**src/rtl/wt_hybche_rd_arb.sv**
```systemverilog
// Read-side front end for the hybrid cache: round-robin arbitration of core load ports,
// single outstanding lookup, miss/non-cacheable forwarding to the miss unit.
//
// state      | meaning
// -----------+--------------------------------------------------------------
// IDLE       | no transaction; grants the next requester unless flushing
// LOOKUP     | lookup request to cache memory, held until accepted
// COMPARE    | hit/miss result from memory; hit returns data here
// MISS_REQ   | miss request to miss unit, held until acknowledged
// MISS_WAIT  | waiting for the refill word, returned to the port
module wt_hybche_rd_arb #(
    parameter int unsigned NUM_PORTS  = 2,
    parameter int unsigned PLEN       = 56,
    parameter int unsigned DATA_WIDTH = 64,
    parameter int unsigned IDX_WIDTH  = 12,
    parameter int unsigned TAG_WIDTH  = 44
) (
    input  logic                        clk_i,
    input  logic                        rst_i,
    input  logic                        cache_en_i,
    input  logic                        flush_i,
    output logic                        idle_o,
    input  logic [NUM_PORTS-1:0]        port_req_i,
    input  logic [NUM_PORTS*PLEN-1:0]   port_addr_i,
    input  logic [NUM_PORTS-1:0]        port_kill_i,
    output logic [NUM_PORTS-1:0]        port_gnt_o,
    output logic [NUM_PORTS-1:0]        port_rvalid_o,
    output logic [DATA_WIDTH-1:0]       port_rdata_o,
    output logic                        lkp_req_o,
    output logic [IDX_WIDTH-1:0]        lkp_idx_o,
    output logic [TAG_WIDTH-1:0]        lkp_tag_o,
    input  logic                        lkp_gnt_i,
    input  logic                        lkp_hit_i,
    input  logic [DATA_WIDTH-1:0]       lkp_data_i,
    output logic                        miss_req_o,
    output logic [PLEN-1:0]             miss_addr_o,
    output logic                        miss_nc_o,
    input  logic                        miss_ack_i,
    input  logic                        miss_rvalid_i,
    input  logic [DATA_WIDTH-1:0]       miss_rdata_i
);

    localparam int unsigned PW = (NUM_PORTS > 1) ? $clog2(NUM_PORTS) : 1;

    typedef enum logic [2:0] {
        ST_IDLE,
        ST_LOOKUP,
        ST_COMPARE,
        ST_MISS_REQ,
        ST_MISS_WAIT
    } state_e;

    state_e                  state_q, state_d;
    logic [PW-1:0]           rr_q, rr_d;
    logic [PW-1:0]           id_q, id_d;
    logic [PLEN-1:0]         addr_q, addr_d;
    logic                    nc_q, nc_d;
    logic                    kill_q;

    logic                    gnt_any;
    logic [PW-1:0]           gnt_id;
    logic [PLEN-1:0]         gnt_addr;
    logic                    resp_valid;
    logic [DATA_WIDTH-1:0]   resp_data;
    logic                    kill_active;
    logic                    resp_fire;

    // First requester at or after the round-robin pointer; only IDLE may grant.
    always_comb begin
        int p;
        p       = 0;
        gnt_any = 1'b0;
        gnt_id  = '0;
        if (state_q == ST_IDLE && !flush_i) begin
            for (int i = 0; i < int'(NUM_PORTS); i++) begin
                p = (int'(rr_q) + i) % int'(NUM_PORTS);
                if (!gnt_any && port_req_i[p]) begin
                    gnt_any = 1'b1;
                    gnt_id  = PW'(p);
                end
            end
        end
    end

    assign gnt_addr = port_addr_i[int'(gnt_id)*int'(PLEN) +: PLEN];

    always_comb begin
        state_d    = state_q;
        rr_d       = rr_q;
        id_d       = id_q;
        addr_d     = addr_q;
        nc_d       = nc_q;
        lkp_req_o  = 1'b0;
        miss_req_o = 1'b0;
        resp_valid = 1'b0;
        resp_data  = '0;
        case (state_q)
            ST_IDLE: begin
                if (gnt_any) begin
                    id_d   = gnt_id;
                    addr_d = gnt_addr;
                    rr_d   = (gnt_id == PW'(NUM_PORTS - 1)) ? '0 : gnt_id + 1'b1;
                    if (cache_en_i) begin
                        nc_d    = 1'b0;
                        state_d = ST_LOOKUP;
                    end else begin
                        nc_d    = 1'b1;
                        state_d = ST_MISS_REQ;
                    end
                end
            end
            ST_LOOKUP: begin
                lkp_req_o = 1'b1;
                if (lkp_gnt_i) begin
                    state_d = ST_COMPARE;
                end
            end
            ST_COMPARE: begin
                if (lkp_hit_i) begin
                    resp_valid = 1'b1;
                    resp_data  = lkp_data_i;
                    state_d    = ST_IDLE;
                end else begin
                    nc_d    = 1'b0;
                    state_d = ST_MISS_REQ;
                end
            end
            ST_MISS_REQ: begin
                miss_req_o = 1'b1;
                if (miss_ack_i) begin
                    state_d = ST_MISS_WAIT;
                end
            end
            ST_MISS_WAIT: begin
                if (miss_rvalid_i) begin
                    resp_valid = 1'b1;
                    resp_data  = miss_rdata_i;
                    state_d    = ST_IDLE;
                end
            end
            default: begin
                state_d = ST_IDLE;
            end
        endcase
    end

    // A kill arriving in the completing cycle still suppresses the response.
    assign kill_active = kill_q | port_kill_i[id_q];
    assign resp_fire   = resp_valid & ~kill_active;

    always_comb begin
        port_gnt_o = '0;
        if (gnt_any) begin
            port_gnt_o[gnt_id] = 1'b1;
        end
    end

    always_comb begin
        port_rvalid_o = '0;
        if (resp_fire) begin
            port_rvalid_o[id_q] = 1'b1;
        end
    end

    assign port_rdata_o = resp_fire  ? resp_data : '0;
    assign lkp_idx_o    = lkp_req_o  ? addr_q[IDX_WIDTH-1:0] : '0;
    assign lkp_tag_o    = lkp_req_o  ? TAG_WIDTH'(addr_q[PLEN-1:IDX_WIDTH]) : '0;
    assign miss_addr_o  = miss_req_o ? addr_q : '0;
    assign miss_nc_o    = miss_req_o & nc_q;
    assign idle_o       = (state_q == ST_IDLE) && !gnt_any;

    always_ff @(posedge clk_i or posedge rst_i) begin
        if (rst_i) begin
            state_q <= ST_IDLE;
            rr_q    <= '0;
            id_q    <= '0;
            addr_q  <= '0;
            nc_q    <= 1'b0;
            kill_q  <= 1'b0;
        end else begin
            state_q <= state_d;
            rr_q    <= rr_d;
            id_q    <= id_d;
            addr_q  <= addr_d;
            nc_q    <= nc_d;
            if (state_q == ST_IDLE) begin
                kill_q <= 1'b0;
            end else if (port_kill_i[id_q]) begin
                kill_q <= 1'b1;
            end
        end
    end

endmodule

```
**config.mk**
```make
export PLATFORM = sky130hd
export DESIGN_NAME = wt_hybche_rd_arb
export DESIGN_NICKNAME = d
export VERILOG_FILES = /design/src/rtl/wt_hybche_rd_arb.sv
export SDC_FILE = /design/constraint.sdc
export NUM_CORES = 1
export LEC_CHECK = 0
export ABC_AREA = 1
export BUFFER_PORTS_ARGS = -buffer_cell sky130_fd_sc_hd__buf_2
export CORE_AREA = 4 4 166 168
export CTS_BUF_LIST = sky130_fd_sc_hd__clkbuf_2
export DETAILED_ROUTE_END_ITERATION = 12
export DIE_AREA = 0 0 170 172
export GPL_TIMING_DRIVEN = 1
export HOLD_SLACK_MARGIN = 0.05
export PLACE_DENSITY_LB_ADDON = 0.1
export SETUP_SLACK_MARGIN = 0.3
export SLEW_MARGIN = 20
export SYNTH_ARGS = -nofsm -noshare
export SYNTH_HDL_FRONTEND = slang
export SYNTH_SLANG_ARGS = --single-unit
```
**constraint.sdc**
```tcl
create_clock -name clk_i -period 2.6 [get_ports clk_i]
set_clock_uncertainty 0.2 [all_clocks]
set_input_delay 0.52 -clock clk_i [delete_from_list [all_inputs] [get_ports clk_i]]
set_output_delay 0.52 -clock clk_i [all_outputs]
set_load 0.02 [all_outputs]
```
==> results of run 1 <==
[cell families after synthesis]
| kind of cell | Yosys count |
|---|---|
| AOI/OAI and AO/OA | 3 |
| buffers and inverters | 193 |
| DFF | 63 |
| and+or+nand+nor | 636 |
[power by group]
group / internal, mW / switching [mW] / total (mW)
clock: 0.419 / 0.422 / 0.841
combinational: 3.10 / 4.27 / 7.36
sequential: 1.45 / 0.288 / 1.74
total: 4.96 / 4.98 / 9.94
[sequential cells by signal, indices dropped and copies added (netlist names)]
signal / flops
addr_q: 56
id_q: 1
kill_q: 1
nc_q: 1
rr_q: 1
state_q: 3
[repair_timing]
item / CTS / global route
setup buffers: 17 / 10
endpoints found under the hold margin: 80 / 0
cloned: 13 / 19
setup endpoints to repair: 184 / 205
hold buffers: 114 / 0
resized for setup: 263 / 538
pin swaps: 13 / 76
[synthesized netlist by cell type, types with 2 or more instances]
cell type,n
sky130_fd_sc_hd__buf_1,4
sky130_fd_sc_hd__inv_1,135
sky130_fd_sc_hd__nand3_1,120
sky130_fd_sc_hd__nor2_2,3
sky130_fd_sc_hd__buf_2,21
sky130_fd_sc_hd__nor2_1,193
sky130_fd_sc_hd__nand2_1,317
sky130_fd_sc_hd__buf_6,12
sky130_fd_sc_hd__a21oi_1,2
sky130_fd_sc_hd__dfrtp_1,63
sky130_fd_sc_hd__buf_4,13
sky130_fd_sc_hd__clkbuf_1,7
[layout make-up]
type	instances	area share
antenna	4	0.0007969
timing repair buffer	635	0.4678
tap	335	0.03337
clock buffer	9	0.003586
clock inverter	7	0.009563
multi-input combinational	639	0.3182
inverter	136	0.04104
sequential	63	0.1257
[metal layers]
layer  vias up  routed length, um  GRT usage  share of wire
li1       3832                  -          -              -
met1      3694              12490     0.2063           0.37
met2       329              18540     0.3473           0.55
met3        46               2223    0.03704          0.066
met4         6                634    0.06563          0.019
met5         -                 36          0         0.0011
[final timing paths]
path,start,end,slack [ns],cells past startpoint
worst max register to register,state_q[2],addr_q[0],0.34,9
worst min register to register,nc_q,nc_q,0.32,2
worst min-delay path,port_addr_i[36],addr_q[36],0.12,3
min in group asynchronous,rst_i,addr_q[39],0.39,3
worst max-delay path,state_q[1],port_rdata_o[50],-0.26,9
max in group asynchronous,rst_i,state_q[0],1.13,4
[per-stage QoR]
| step | TNS (ns) | setup slack [ns] | power (mW) |
|---|---|---|---|
| after floorplan | 0 | 0.3103 | 4.206 |
| after global placement | 0 | 0.2248 | 5.646 |
| after detailed placement | 0 | 0.1998 | 5.638 |
| after CTS | -25.15 | -0.3002 | 7.496 |
| after global routing | -36.07 | -0.4000 | 10.56 |
| final | -14.88 | -0.2623 | 9.941 |
[critical path, delay by kind of cell, from the launching register on]
| family | cells | cell delay (ns) |
|---|---|---|
| buf+inv | 5 | 0.86 |
| simple gates | 3 | 0.14 |
| compound gates | 1 | 0.18 |
| flops | 1 | 0.46 |
==> flow_results.xml, run 1 <==
<?xml version="1.0" encoding="UTF-8"?>
<metrics>
  <group name="clock_tree">
    <metric name="tritoncts_num_sinks" unit="">63</metric>
    <metric name="htreeDepth" unit="">3</metric>
    <metric name="clockBufferDepth" unit="">2</metric>
    <metric name="tritoncts" unit="">yes</metric>
    <metric name="cts_made_buffers" unit="">9</metric>
    <metric name="root_buffer_selected_by_cts" unit="">sky130_fd_sc_hd__clkbuf_2</metric>
    <metric name="clock_latency_of_the_later_clocked_register_in_the_worst_skew_pair" unit="ns">0.50</metric>
    <metric name="clock_slew_at_reported_path_ffs" unit="ns">0.18</metric>
  </group>
  <group name="timing">
    <metric name="timing.hold.ws" unit="ns">0.1191</metric>
    <metric name="finalHoldViolations" unit="">0</metric>
    <metric name="max_clock_freq" unit="GHz">0.3494</metric>
    <metric name="finalSetupViolations" unit="">97</metric>
    <metric name="worst_setup_slack_final" unit="ns">-0.2623</metric>
    <metric name="timing_worst_slew_pin_value" unit="ns">0.6992</metric>
    <metric name="timing.final.max_slew_violations" unit="">0</metric>
    <metric name="grt_setup_unrepaired" unit="">true</metric>
    <metric name="slew-limit-headroom" unit="">0.5339</metric>
    <metric name="final.min_clock_period" unit="ns">2.862</metric>
    <metric name="min_period_over_period" unit="">1.101</metric>
  </group>
  <group name="placed_design">
    <metric name="port_buffers" unit="">435</metric>
    <metric name="number_of_placed_instances_with_taps_included" unit="">1635</metric>
    <metric name="placedInstanceArea" unit="sq mm">0.007611</metric>
    <metric name="routabilityCongestion" unit="">0.8274</metric>
    <metric name="dp_hpwl" unit="um">19690</metric>
  </group>
  <group name="routing">
    <metric name="vias" unit="">7907</metric>
    <metric name="routedWlPerCell" unit="um">18.56</metric>
    <metric name="first_iter_violations" unit="">309</metric>
    <metric name="routed_wl" unit="um">33930</metric>
    <metric name="drt_first_pass_iters" unit="">4</metric>
    <metric name="vias_per_cell" unit="">4.325</metric>
    <metric name="route.antenna.remaining_nets" unit="">0</metric>
    <metric name="drc" unit="">0</metric>
  </group>
  <group name="die">
    <metric name="placementRows" unit="">59</metric>
    <metric name="floorplan.initialDensity" unit="">0.1946</metric>
    <metric name="die_outline_width" unit="um">170</metric>
    <metric name="io-pin-count" unit="">436</metric>
    <metric name="floorplan.die_area" unit="sq mm">0.02924</metric>
    <metric name="die_h" unit="um">172</metric>
    <metric name="floorplan.core_area" unit="sq mm">0.02591</metric>
  </group>
  <group name="grt">
    <metric name="grt_antenna_before_repair" unit="">7</metric>
    <metric name="grt_remaining_overflow" unit="">0</metric>
    <metric name="number_of_global_route_vias_before_repair" unit="">7757</metric>
    <metric name="grt_max_degree" unit="">57</metric>
    <metric name="grt_first_pass_wirelength" unit="um">42280</metric>
    <metric name="global_route.usage.total" unit="">0.1845</metric>
  </group>
  <group name="layout">
    <metric name="layout.nets" unit="">1736</metric>
    <metric name="n_fill_cell" unit="">2497</metric>
    <metric name="most-common-layout-cells" unit="">sky130_fd_sc_hd__nand2_1, sky130_fd_sc_hd__buf_2, sky130_fd_sc_hd__buf_6</metric>
    <metric name="layoutNonFillerInstCount" unit="">1828</metric>
    <metric name="layout-area-overhead-vs-synth" unit="%">149.1</metric>
    <metric name="fin_util" unit="">0.4848</metric>
    <metric name="layout_commonest_cell" unit="">sky130_fd_sc_hd__nand2_1</metric>
    <metric name="layout.area.seq" unit="sq mm">0.001579</metric>
    <metric name="layout-drive-gt1-share" unit="">0.5285</metric>
    <metric name="finished_layout_cell_area" unit="sq mm">0.01256</metric>
    <metric name="multi_input_area" unit="sq mm">0.003996</metric>
  </group>
  <group name="synth">
    <metric name="synth.net_count" unit="">1147</metric>
    <metric name="synth_largest_type_area_fraction" unit="">0.3127</metric>
    <metric name="synthSimpleGateAreaFrac" unit="">0.5079</metric>
    <metric name="synth.top_cells.by_area" unit="">sky130_fd_sc_hd__dfrtp_1, sky130_fd_sc_hd__nand2_1, sky130_fd_sc_hd__nor2_1, sky130_fd_sc_hd__nand3_1, sky130_fd_sc_hd__inv_1</metric>
    <metric name="dominant_combinational_cell_family_by_area_after_synthesis" unit="">simple AND/OR/NAND/NOR gates</metric>
    <metric name="synth-compound-area-share" unit="">0.002978</metric>
    <metric name="post_synth.cell_area_avg" unit="sq um">5.634</metric>
    <metric name="synthDominantAreaCellType" unit="">sky130_fd_sc_hd__dfrtp_1</metric>
    <metric name="post_synth_xor_xnor_area" unit="">0</metric>
    <metric name="synth.area.mux_share" unit="">0</metric>
    <metric name="synth_area" unit="sq mm">0.005042</metric>
    <metric name="ys_types" unit="">17</metric>
    <metric name="ys_warn_count" unit="">0</metric>
    <metric name="async_flop_share" unit="">1.000</metric>
    <metric name="synth.yosys.seq_area_share" unit="">0.3127</metric>
    <metric name="dominantRegCellSynth" unit="">sky130_fd_sc_hd__dfrtp_1</metric>
    <metric name="synthesis.instances" unit="">895</metric>
    <metric name="synth.ff_latch_count" unit="">63</metric>
    <metric name="synthAdderAreaFrac" unit="">0</metric>
    <metric name="number_of_synthesized_flops_with_an_enable_pin" unit="">0</metric>
  </group>
  <group name="flow_run">
    <metric name="cap_viol_max_count" unit="">0</metric>
  </group>
  <group name="critical_path">
    <metric name="maximum_fanout_encountered_on_the_critical_timing_path" unit="">8</metric>
    <metric name="crit_path_required_time" unit="ns">1.88</metric>
    <metric name="slowest_delay" unit="ns">0.46</metric>
    <metric name="timing.critical_path.cells" unit="">buf_6 -&gt; nand2_4 -&gt; nor2_4 -&gt; buf_12 -&gt; o21ai_4 -&gt; buf_12 -&gt; clkbuf_16 -&gt; nor2_4 -&gt; buf_6</metric>
    <metric name="worst_path_max_delay_cell" unit="">sky130_fd_sc_hd__dfrtp_1</metric>
    <metric name="timing.critical_path.from_type" unit="">flop</metric>
    <metric name="worstPathArrival" unit="ns">2.14</metric>
    <metric name="worst_setup_path_end_kind" unit="">output port</metric>
    <metric name="timing.setup.critical_path_class" unit="">reg2out</metric>
  </group>
  <group name="power_and_ir_drop">
    <metric name="power.ir.vdd_worst" unit="mV">0.3973</metric>
    <metric name="power_density" unit="mW/mm^2">791.4</metric>
    <metric name="cellLeakagePower" unit="nW">5.990</metric>
  </group>
  <group name="status">
    <metric name="outcome" unit="">finished, violations left</metric>
    <metric name="violations" unit="">negative setup slack</metric>
  </group>
  <group name="min_path">
    <metric name="hp-class" unit="">in2reg</metric>
  </group>
</metrics>
Power figures use the tool's default switching activity.
==> run 2, diff against run 1 <==
--- a/config.mk
+++ b/config.mk
@@ -13,7 +13,7 @@
 export DIE_AREA = 0 0 170 172
 export GPL_TIMING_DRIVEN = 1
 export HOLD_SLACK_MARGIN = 0.05
-export PLACE_DENSITY_LB_ADDON = 0.1
+export PLACE_DENSITY = 0.51
 export SETUP_SLACK_MARGIN = 0.3
 export SLEW_MARGIN = 20
 export SYNTH_ARGS = -nofsm -noshare
==> flow_results.xml, run 2 (synthesized netlist as in run 1, its figures left out) <==
<?xml version="1.0" encoding="UTF-8"?>
<metrics>
  <group name="clock_tree">
    <metric name="clock_latency_of_the_later_clocked_register_in_the_worst_skew_pair" unit="ns">0.51</metric>
    <metric name="tritoncts_num_sinks" unit="">63</metric>
    <metric name="htreeDepth" unit="">3</metric>
    <metric name="clock_slew_at_reported_path_ffs" unit="ns">0.19</metric>
    <metric name="tritoncts" unit="">yes</metric>
    <metric name="root_buffer_selected_by_cts" unit="">sky130_fd_sc_hd__clkbuf_2</metric>
    <metric name="cts_made_buffers" unit="">9</metric>
    <metric name="clockBufferDepth" unit="">2</metric>
  </group>
  <group name="placed_design">
    <metric name="routabilityCongestion" unit="">0.9464</metric>
    <metric name="dp_hpwl" unit="um">19790</metric>
    <metric name="port_buffers" unit="">435</metric>
    <metric name="preCtsSetupSlack" unit="ns">0.05899</metric>
  </group>
  <group name="routing">
    <metric name="vias" unit="">8372</metric>
    <metric name="first_iter_violations" unit="">385</metric>
    <metric name="drc" unit="">0</metric>
    <metric name="routedWlPerCell" unit="um">19.12</metric>
    <metric name="vias_per_cell" unit="">4.585</metric>
    <metric name="route.antenna.remaining_nets" unit="">0</metric>
    <metric name="routed_wl" unit="um">34910</metric>
    <metric name="drt_first_pass_iters" unit="">5</metric>
  </group>
  <group name="grt">
    <metric name="grt_first_pass_wirelength" unit="um">42740</metric>
    <metric name="global_route.peak_usage_layer" unit="">met2</metric>
    <metric name="number_of_global_route_vias_before_repair" unit="">7980</metric>
    <metric name="routing_usage_on_met2" unit="">0.3302</metric>
    <metric name="global_route.usage.total" unit="">0.1855</metric>
    <metric name="grtUsageMet1" unit="">0.2177</metric>
    <metric name="grt_antenna_before_repair" unit="">1</metric>
    <metric name="grt_remaining_overflow" unit="">0</metric>
    <metric name="grt_use_met3" unit="">0.03978</metric>
    <metric name="grt_max_degree" unit="">60</metric>
  </group>
  <group name="power_and_ir_drop">
    <metric name="seqPwrFrac" unit="">0.187</metric>
    <metric name="power_switching_share" unit="">0.5108</metric>
    <metric name="power_density" unit="mW/mm^2">758.8</metric>
    <metric name="net-switching-power" unit="mW">4.762</metric>
    <metric name="cellLeakagePower" unit="nW">6.194</metric>
    <metric name="p_comb_frac" unit="">0.736</metric>
    <metric name="report.power.total" unit="mW">9.323</metric>
    <metric name="power_frac_clock" unit="">0.078</metric>
    <metric name="power.internal" unit="mW">4.560</metric>
    <metric name="power.ir.vdd_worst" unit="mV">0.4562</metric>
  </group>
  <group name="timing">
    <metric name="min_period_over_period" unit="">1.104</metric>
    <metric name="timing.final.max_slew_violations" unit="">0</metric>
    <metric name="worst_setup_slack_final" unit="ns">-0.2700</metric>
    <metric name="finalHoldViolations" unit="">0</metric>
    <metric name="timing_worst_slew_pin_value" unit="ns">0.6820</metric>
    <metric name="slew-limit-headroom" unit="">0.5453</metric>
    <metric name="finalSetupViolations" unit="">110</metric>
    <metric name="final.min_clock_period" unit="ns">2.870</metric>
    <metric name="max_clock_freq" unit="GHz">0.3484</metric>
    <metric name="grt_setup_unrepaired" unit="">true</metric>
  </group>
  <group name="layout">
    <metric name="fin_util" unit="">0.4742</metric>
    <metric name="largest-register" unit="">addr_q</metric>
    <metric name="layout_commonest_cell" unit="">sky130_fd_sc_hd__buf_2</metric>
    <metric name="layout.nets" unit="">1737</metric>
    <metric name="layout.area.seq" unit="sq mm">0.001580</metric>
    <metric name="layout-area-overhead-vs-synth" unit="%">143.7</metric>
    <metric name="top_regs" unit="">addr_q: 56 flops, state_q: 3 flops</metric>
    <metric name="layout-drive-gt1-share" unit="">0.5752</metric>
    <metric name="n_fill_cell" unit="">2448</metric>
    <metric name="max_ffs_per_register" unit="">56</metric>
    <metric name="multi_input_area" unit="sq mm">0.003985</metric>
    <metric name="most-common-layout-cells" unit="">sky130_fd_sc_hd__buf_2, sky130_fd_sc_hd__nand2_1, sky130_fd_sc_hd__buf_6</metric>
  </group>
  <group name="min_path">
    <metric name="worstHoldPathCells" unit="">5</metric>
    <metric name="hp-class" unit="">in2reg</metric>
  </group>
  <group name="critical_path">
    <metric name="slowest_delay" unit="ns">0.47</metric>
    <metric name="critical_path_cell_count" unit="">11</metric>
    <metric name="cp-endpoint" unit="">port_rdata_o[31]</metric>
    <metric name="timing.critical_path.from_type" unit="">flop</metric>
    <metric name="timing.critical_path.cells" unit="">nor2_4 -&gt; nand2_4 -&gt; nor2_4 -&gt; buf_12 -&gt; buf_12 -&gt; clkbuf_16 -&gt; nand2_1 -&gt; nand2_2 -&gt; inv_2 -&gt; nor2_1 -&gt; buf_4</metric>
    <metric name="crit_start" unit="">state_q[2]</metric>
    <metric name="worstPathBufferInverterCount" unit="">5</metric>
    <metric name="worstPathArrival" unit="ns">2.15</metric>
    <metric name="reg2regPathDepth" unit="">9</metric>
    <metric name="worst_setup_path_end_kind" unit="">output port</metric>
    <metric name="worst-r2r-setup-slack" unit="ns">0.27</metric>
    <metric name="rr_startpoint" unit="">state_q[2]</metric>
    <metric name="critPathTopFamily" unit="">buffers and inverters</metric>
    <metric name="reg2reg_to" unit="">addr_q[38]</metric>
    <metric name="timing.setup.critical_path_class" unit="">reg2out</metric>
    <metric name="maximum_fanout_encountered_on_the_critical_timing_path" unit="">5</metric>
    <metric name="worst_path_max_delay_cell" unit="">sky130_fd_sc_hd__dfrtp_2</metric>
    <metric name="crit_path_required_time" unit="ns">1.88</metric>
  </group>
  <group name="die">
    <metric name="floorplan.die_area" unit="sq mm">0.02924</metric>
    <metric name="die_h" unit="um">172</metric>
    <metric name="placementRows" unit="">59</metric>
    <metric name="io-pin-count" unit="">436</metric>
    <metric name="floorplan.core_area" unit="sq mm">0.02591</metric>
    <metric name="floorplan.initialDensity" unit="">0.1946</metric>
    <metric name="die_outline_width" unit="um">170</metric>
  </group>
  <group name="status">
    <metric name="outcome" unit="">finished, violations left</metric>
    <metric name="violations" unit="">negative setup slack</metric>
  </group>
  <group name="flow_run">
    <metric name="cap_viol_max_count" unit="">0</metric>
  </group>
</metrics>
## run 2: cell type report
class / instances / share of cell area
inverters: 136 / 0.04236
well taps: 335 / 0.03411
clock buffers: 10 / 0.004073
repair buffers: 636 / 0.4594
flip-flops and latches: 63 / 0.1286
multi-input cells: 639 / 0.3243
clock inverters: 6 / 0.006925
diodes: 1 / 0.0002037
## run 2: worst min path at each step
| stage | startpoint | end |
|---|---|---|
| global placement | nc_q | nc_q |
| floorplan | nc_q | nc_q |
| global route | port_kill_i[0] | kill_q |
| finish | port_kill_i[0] | kill_q |
| CTS | port_req_i[1] | addr_q[19] |
| detailed placement | nc_q | nc_q |
## run 2: through the flow
step                      instance area [sq um]  TNS, ns  std cells  hold WS [ns]
after floorplan                            5042        0        895        0.2419
after global placement                     7516        0       1624        0.2757
after detailed placement                   7516        0       1624        0.2771
after CTS                                  9897   -19.90       1788        0.1409
after global routing                      12290   -38.13       1826        0.2021
final                                     12290   -15.33       1826        0.2366
## run 2: worst reg2reg max path, delay by kind of cell, from the launching register on
kind | cells | cell delay, ns
and+or+nand+nor | 5 | 0.82
DFF | 1 | 0.47
buffers and inverters | 4 | 0.82
## run 2: power by group through the flow
stage | combinational (mW) | clock, mW | sequential [mW]
after floorplan | 2.55 | 0 | 1.66
after global placement | 3.79 | 0 | 1.75
after detailed placement | 3.81 | 0 | 1.74
after CTS | 4.68 | 0.761 | 1.73
after global routing | 7.29 | 0.801 | 1.79
final | 6.86 | 0.726 | 1.74
## run 2: timing repair
item	4_1_cts	5_1_grt
setup endpoints to repair	184	185
resized for setup	251	542
buffers inserted	23	12
gates cloned	9	25
hold endpoints to repair	80	0
hold buffers	116	0
pin swaps	23	81
## run 2: metal layers
metal	wire, um	up-vias
li1	-	3831
met1	12670	3936
met2	17480	513
met3	3049	92
met4	1706	0
met5	0	-
==> run 3, diff against run 2 <==
==> constraint.sdc (replaced) <==
create_clock -name clk_i -period 3.2 [get_ports clk_i]
set_clock_uncertainty 0.2 [all_clocks]
set_input_delay 0.64 -clock clk_i [delete_from_list [all_inputs] [get_ports clk_i]]
set_output_delay 0.64 -clock clk_i [all_outputs]
set_load 0.02 [all_outputs]
==> flow_results.xml, run 3 (synthesized netlist as in run 1, its figures left out) <==
<?xml version="1.0" encoding="UTF-8"?>
<metrics>
  <group name="critical_path">
    <metric name="critPathTopFamily" unit="">simple AND/OR/NAND/NOR gates</metric>
    <metric name="maximum_fanout_encountered_on_the_critical_timing_path" unit="">32</metric>
    <metric name="worstPathArrival" unit="ns">2.09</metric>
    <metric name="timing.setup.critical_path_class" unit="">reg2out</metric>
    <metric name="timing.critical_path.cells" unit="">nor2_4 -&gt; nand2_4 -&gt; nor2_4 -&gt; buf_12 -&gt; nand2_1 -&gt; nand2_1 -&gt; inv_1 -&gt; nor2_1 -&gt; buf_2</metric>
    <metric name="worst_path_max_delay_cell" unit="">sky130_fd_sc_hd__dfrtp_2</metric>
    <metric name="slowest_delay" unit="ns">0.47</metric>
    <metric name="crit_path_required_time" unit="ns">2.36</metric>
    <metric name="timing.critical_path.from_type" unit="">flop</metric>
    <metric name="worstPathBufferInverterCount" unit="">3</metric>
    <metric name="worst_setup_path_end_kind" unit="">output port</metric>
  </group>
  <group name="routing">
    <metric name="routed_wl" unit="um">26680</metric>
    <metric name="routedWlPerCell" unit="um">15.92</metric>
    <metric name="route.antenna.remaining_nets" unit="">0</metric>
    <metric name="first_iter_violations" unit="">331</metric>
    <metric name="drt_first_pass_iters" unit="">5</metric>
    <metric name="vias_per_cell" unit="">4.221</metric>
    <metric name="drc" unit="">0</metric>
    <metric name="vias" unit="">7075</metric>
  </group>
  <group name="clock_tree">
    <metric name="clockBufferDepth" unit="">2</metric>
    <metric name="cts_made_buffers" unit="">9</metric>
    <metric name="tritoncts_num_sinks" unit="">63</metric>
    <metric name="htreeDepth" unit="">3</metric>
    <metric name="root_buffer_selected_by_cts" unit="">sky130_fd_sc_hd__clkbuf_2</metric>
    <metric name="tritoncts" unit="">yes</metric>
    <metric name="clock_slew_at_reported_path_ffs" unit="ns">0.20</metric>
    <metric name="clock_latency_of_the_later_clocked_register_in_the_worst_skew_pair" unit="ns">0.46</metric>
  </group>
  <group name="min_path">
    <metric name="hp-class" unit="">in2reg</metric>
  </group>
  <group name="die">
    <metric name="floorplan.die_area" unit="sq mm">0.02924</metric>
    <metric name="placementRows" unit="">59</metric>
    <metric name="die_h" unit="um">172</metric>
    <metric name="die_outline_width" unit="um">170</metric>
    <metric name="floorplan.initialDensity" unit="">0.1946</metric>
    <metric name="io-pin-count" unit="">436</metric>
    <metric name="floorplan.core_area" unit="sq mm">0.02591</metric>
  </group>
  <group name="layout">
    <metric name="max_ffs_per_register" unit="">56</metric>
    <metric name="n_fill_cell" unit="">2955</metric>
    <metric name="top_regs" unit="">addr_q: 56 flops, state_q: 3 flops</metric>
    <metric name="layout_commonest_cell" unit="">sky130_fd_sc_hd__buf_2</metric>
    <metric name="layout.nets" unit="">1587</metric>
    <metric name="largest-register" unit="">addr_q</metric>
    <metric name="layout-area-overhead-vs-synth" unit="%">67.92</metric>
    <metric name="most-common-layout-cells" unit="">sky130_fd_sc_hd__buf_2, sky130_fd_sc_hd__nand2_1, sky130_fd_sc_hd__nor2_1</metric>
    <metric name="layout-drive-gt1-share" unit="">0.4205</metric>
    <metric name="fin_util" unit="">0.3268</metric>
  </group>
  <group name="timing">
    <metric name="min_period_over_period" unit="">0.9165</metric>
    <metric name="timing.final.max_slew_violations" unit="">0</metric>
    <metric name="max_clock_freq" unit="GHz">0.3410</metric>
    <metric name="timing_worst_slew_pin_value" unit="ns">0.7269</metric>
    <metric name="final.min_clock_period" unit="ns">2.933</metric>
    <metric name="slew-limit-headroom" unit="">0.5147</metric>
    <metric name="grt_setup_unrepaired" unit="">true</metric>
    <metric name="timing.hold.ws" unit="ns">0.1555</metric>
    <metric name="finalHoldViolations" unit="">0</metric>
    <metric name="fin_tns_setup" unit="ns">0</metric>
    <metric name="finalSetupViolations" unit="">0</metric>
  </group>
  <group name="grt">
    <metric name="grt_max_degree" unit="">60</metric>
    <metric name="global_route.usage.total" unit="">0.1670</metric>
    <metric name="number_of_global_route_vias_before_repair" unit="">7005</metric>
    <metric name="grt_remaining_overflow" unit="">0</metric>
    <metric name="grt_first_pass_wirelength" unit="um">38540</metric>
    <metric name="grt_antenna_before_repair" unit="">2</metric>
  </group>
  <group name="flow_run">
    <metric name="cap_viol_max_count" unit="">0</metric>
  </group>
  <group name="status">
    <metric name="outcome" unit="">finished, final reports clean</metric>
  </group>
  <group name="power_and_ir_drop">
    <metric name="cellLeakagePower" unit="nW">4.935</metric>
    <metric name="power_density" unit="mW/mm^2">633.0</metric>
    <metric name="power.ir.vdd_worst" unit="mV">0.2779</metric>
  </group>
  <group name="placed_design">
    <metric name="routabilityCongestion" unit="">0.8523</metric>
    <metric name="dp_hpwl" unit="um">19560</metric>
    <metric name="port_buffers" unit="">435</metric>
  </group>
</metrics>
## run 3: changes by cell type in the layout (fill, tap and decap cells not counted), sizes merged
cell         delta
o21ai           +1
clkinv          +1
clkinvlp        -1
dlygate4sd3   -112
bufinv          -1
diode           +1
clkbuf         -13
buf            -26
## run 3: layout make-up
class / count / area (sq um) / share of cell area
diodes: 2 / 5.005 / 0.0005911
repair buffers: 485 / 3032 / 0.3581
multi-input cells: 640 / 2821 / 0.3332
inverters: 136 / 510.5 / 0.06029
clock inverters: 5 / 50.05 / 0.005911
well taps: 335 / 419.2 / 0.04950
flip-flops and latches: 63 / 1579 / 0.1865
clock buffers: 10 / 50.05 / 0.005911
## run 3: path summary, 6_finish.rpt
path,from,to,slack [ns],cells after the start
max,state_q[0],port_rdata_o[10],0.27,9
min,port_addr_i[87],addr_q[31],0.16,3
max reg2reg,state_q[0],addr_q[7],1.04,8
min reg2reg,nc_q,nc_q,0.30,2
max in group asynchronous,rst_i,addr_q[17],1.50,4
min in group asynchronous,rst_i,addr_q[43],0.61,3
## run 3: metrics by stage
step	instance area (sq um)	instances	power (mW)	setup slack (ns)
2_1_floorplan	5042	895	3.417	0.7903
3_3_place_gp	7461	1620	4.447	0.1653
3_5_place_dp	7461	1620	4.454	0.1419
4_1_cts	7936	1658	5.230	0.1766
5_1_grt	8464	1675	5.864	0.06926
6_report	8467	1676	5.360	0.2671
## run 3: per-layer routing
layer	part of all wire	up-vias	global-route usage	routed length, um
li1	-	3509	-	-
met1	0.40	3229	0.2016	10640
met2	0.50	308	0.3038	13360
met3	0.081	27	0.03635	2156
met4	0.019	2	0.03958	518
met5	0.00049	-	0	13
## run 3: where the power goes
group / switching [mW] / internal (mW) / leakage (nW)
clock: 0.300 / 0.173 / 0.0629
sequential: 0.231 / 1.18 / 0.776
combinational: 2.23 / 1.25 / 4.10
## run 3: worst register-to-register path: stages (launching register included)
cell                      delay (ns)
sky130_fd_sc_hd__dfrtp_2        0.47
sky130_fd_sc_hd__nor2_4         0.15
sky130_fd_sc_hd__buf_4          0.12
sky130_fd_sc_hd__buf_4          0.13
sky130_fd_sc_hd__nand3_2        0.12
sky130_fd_sc_hd__nor2_4         0.42
sky130_fd_sc_hd__buf_12         0.28
sky130_fd_sc_hd__nand3_1        0.13
sky130_fd_sc_hd__nand3_1        0.11
## run 3: timing repair
item / CTS / global route
hold buffers: 1 / 3
buffers inserted: 18 / 7
endpoints found under the setup margin: 168 / 162
gates resized for setup: 31 / 108
pin swaps: 5 / 36
hold endpoints to repair: 29 / 3
gates cloned: 4 / 6
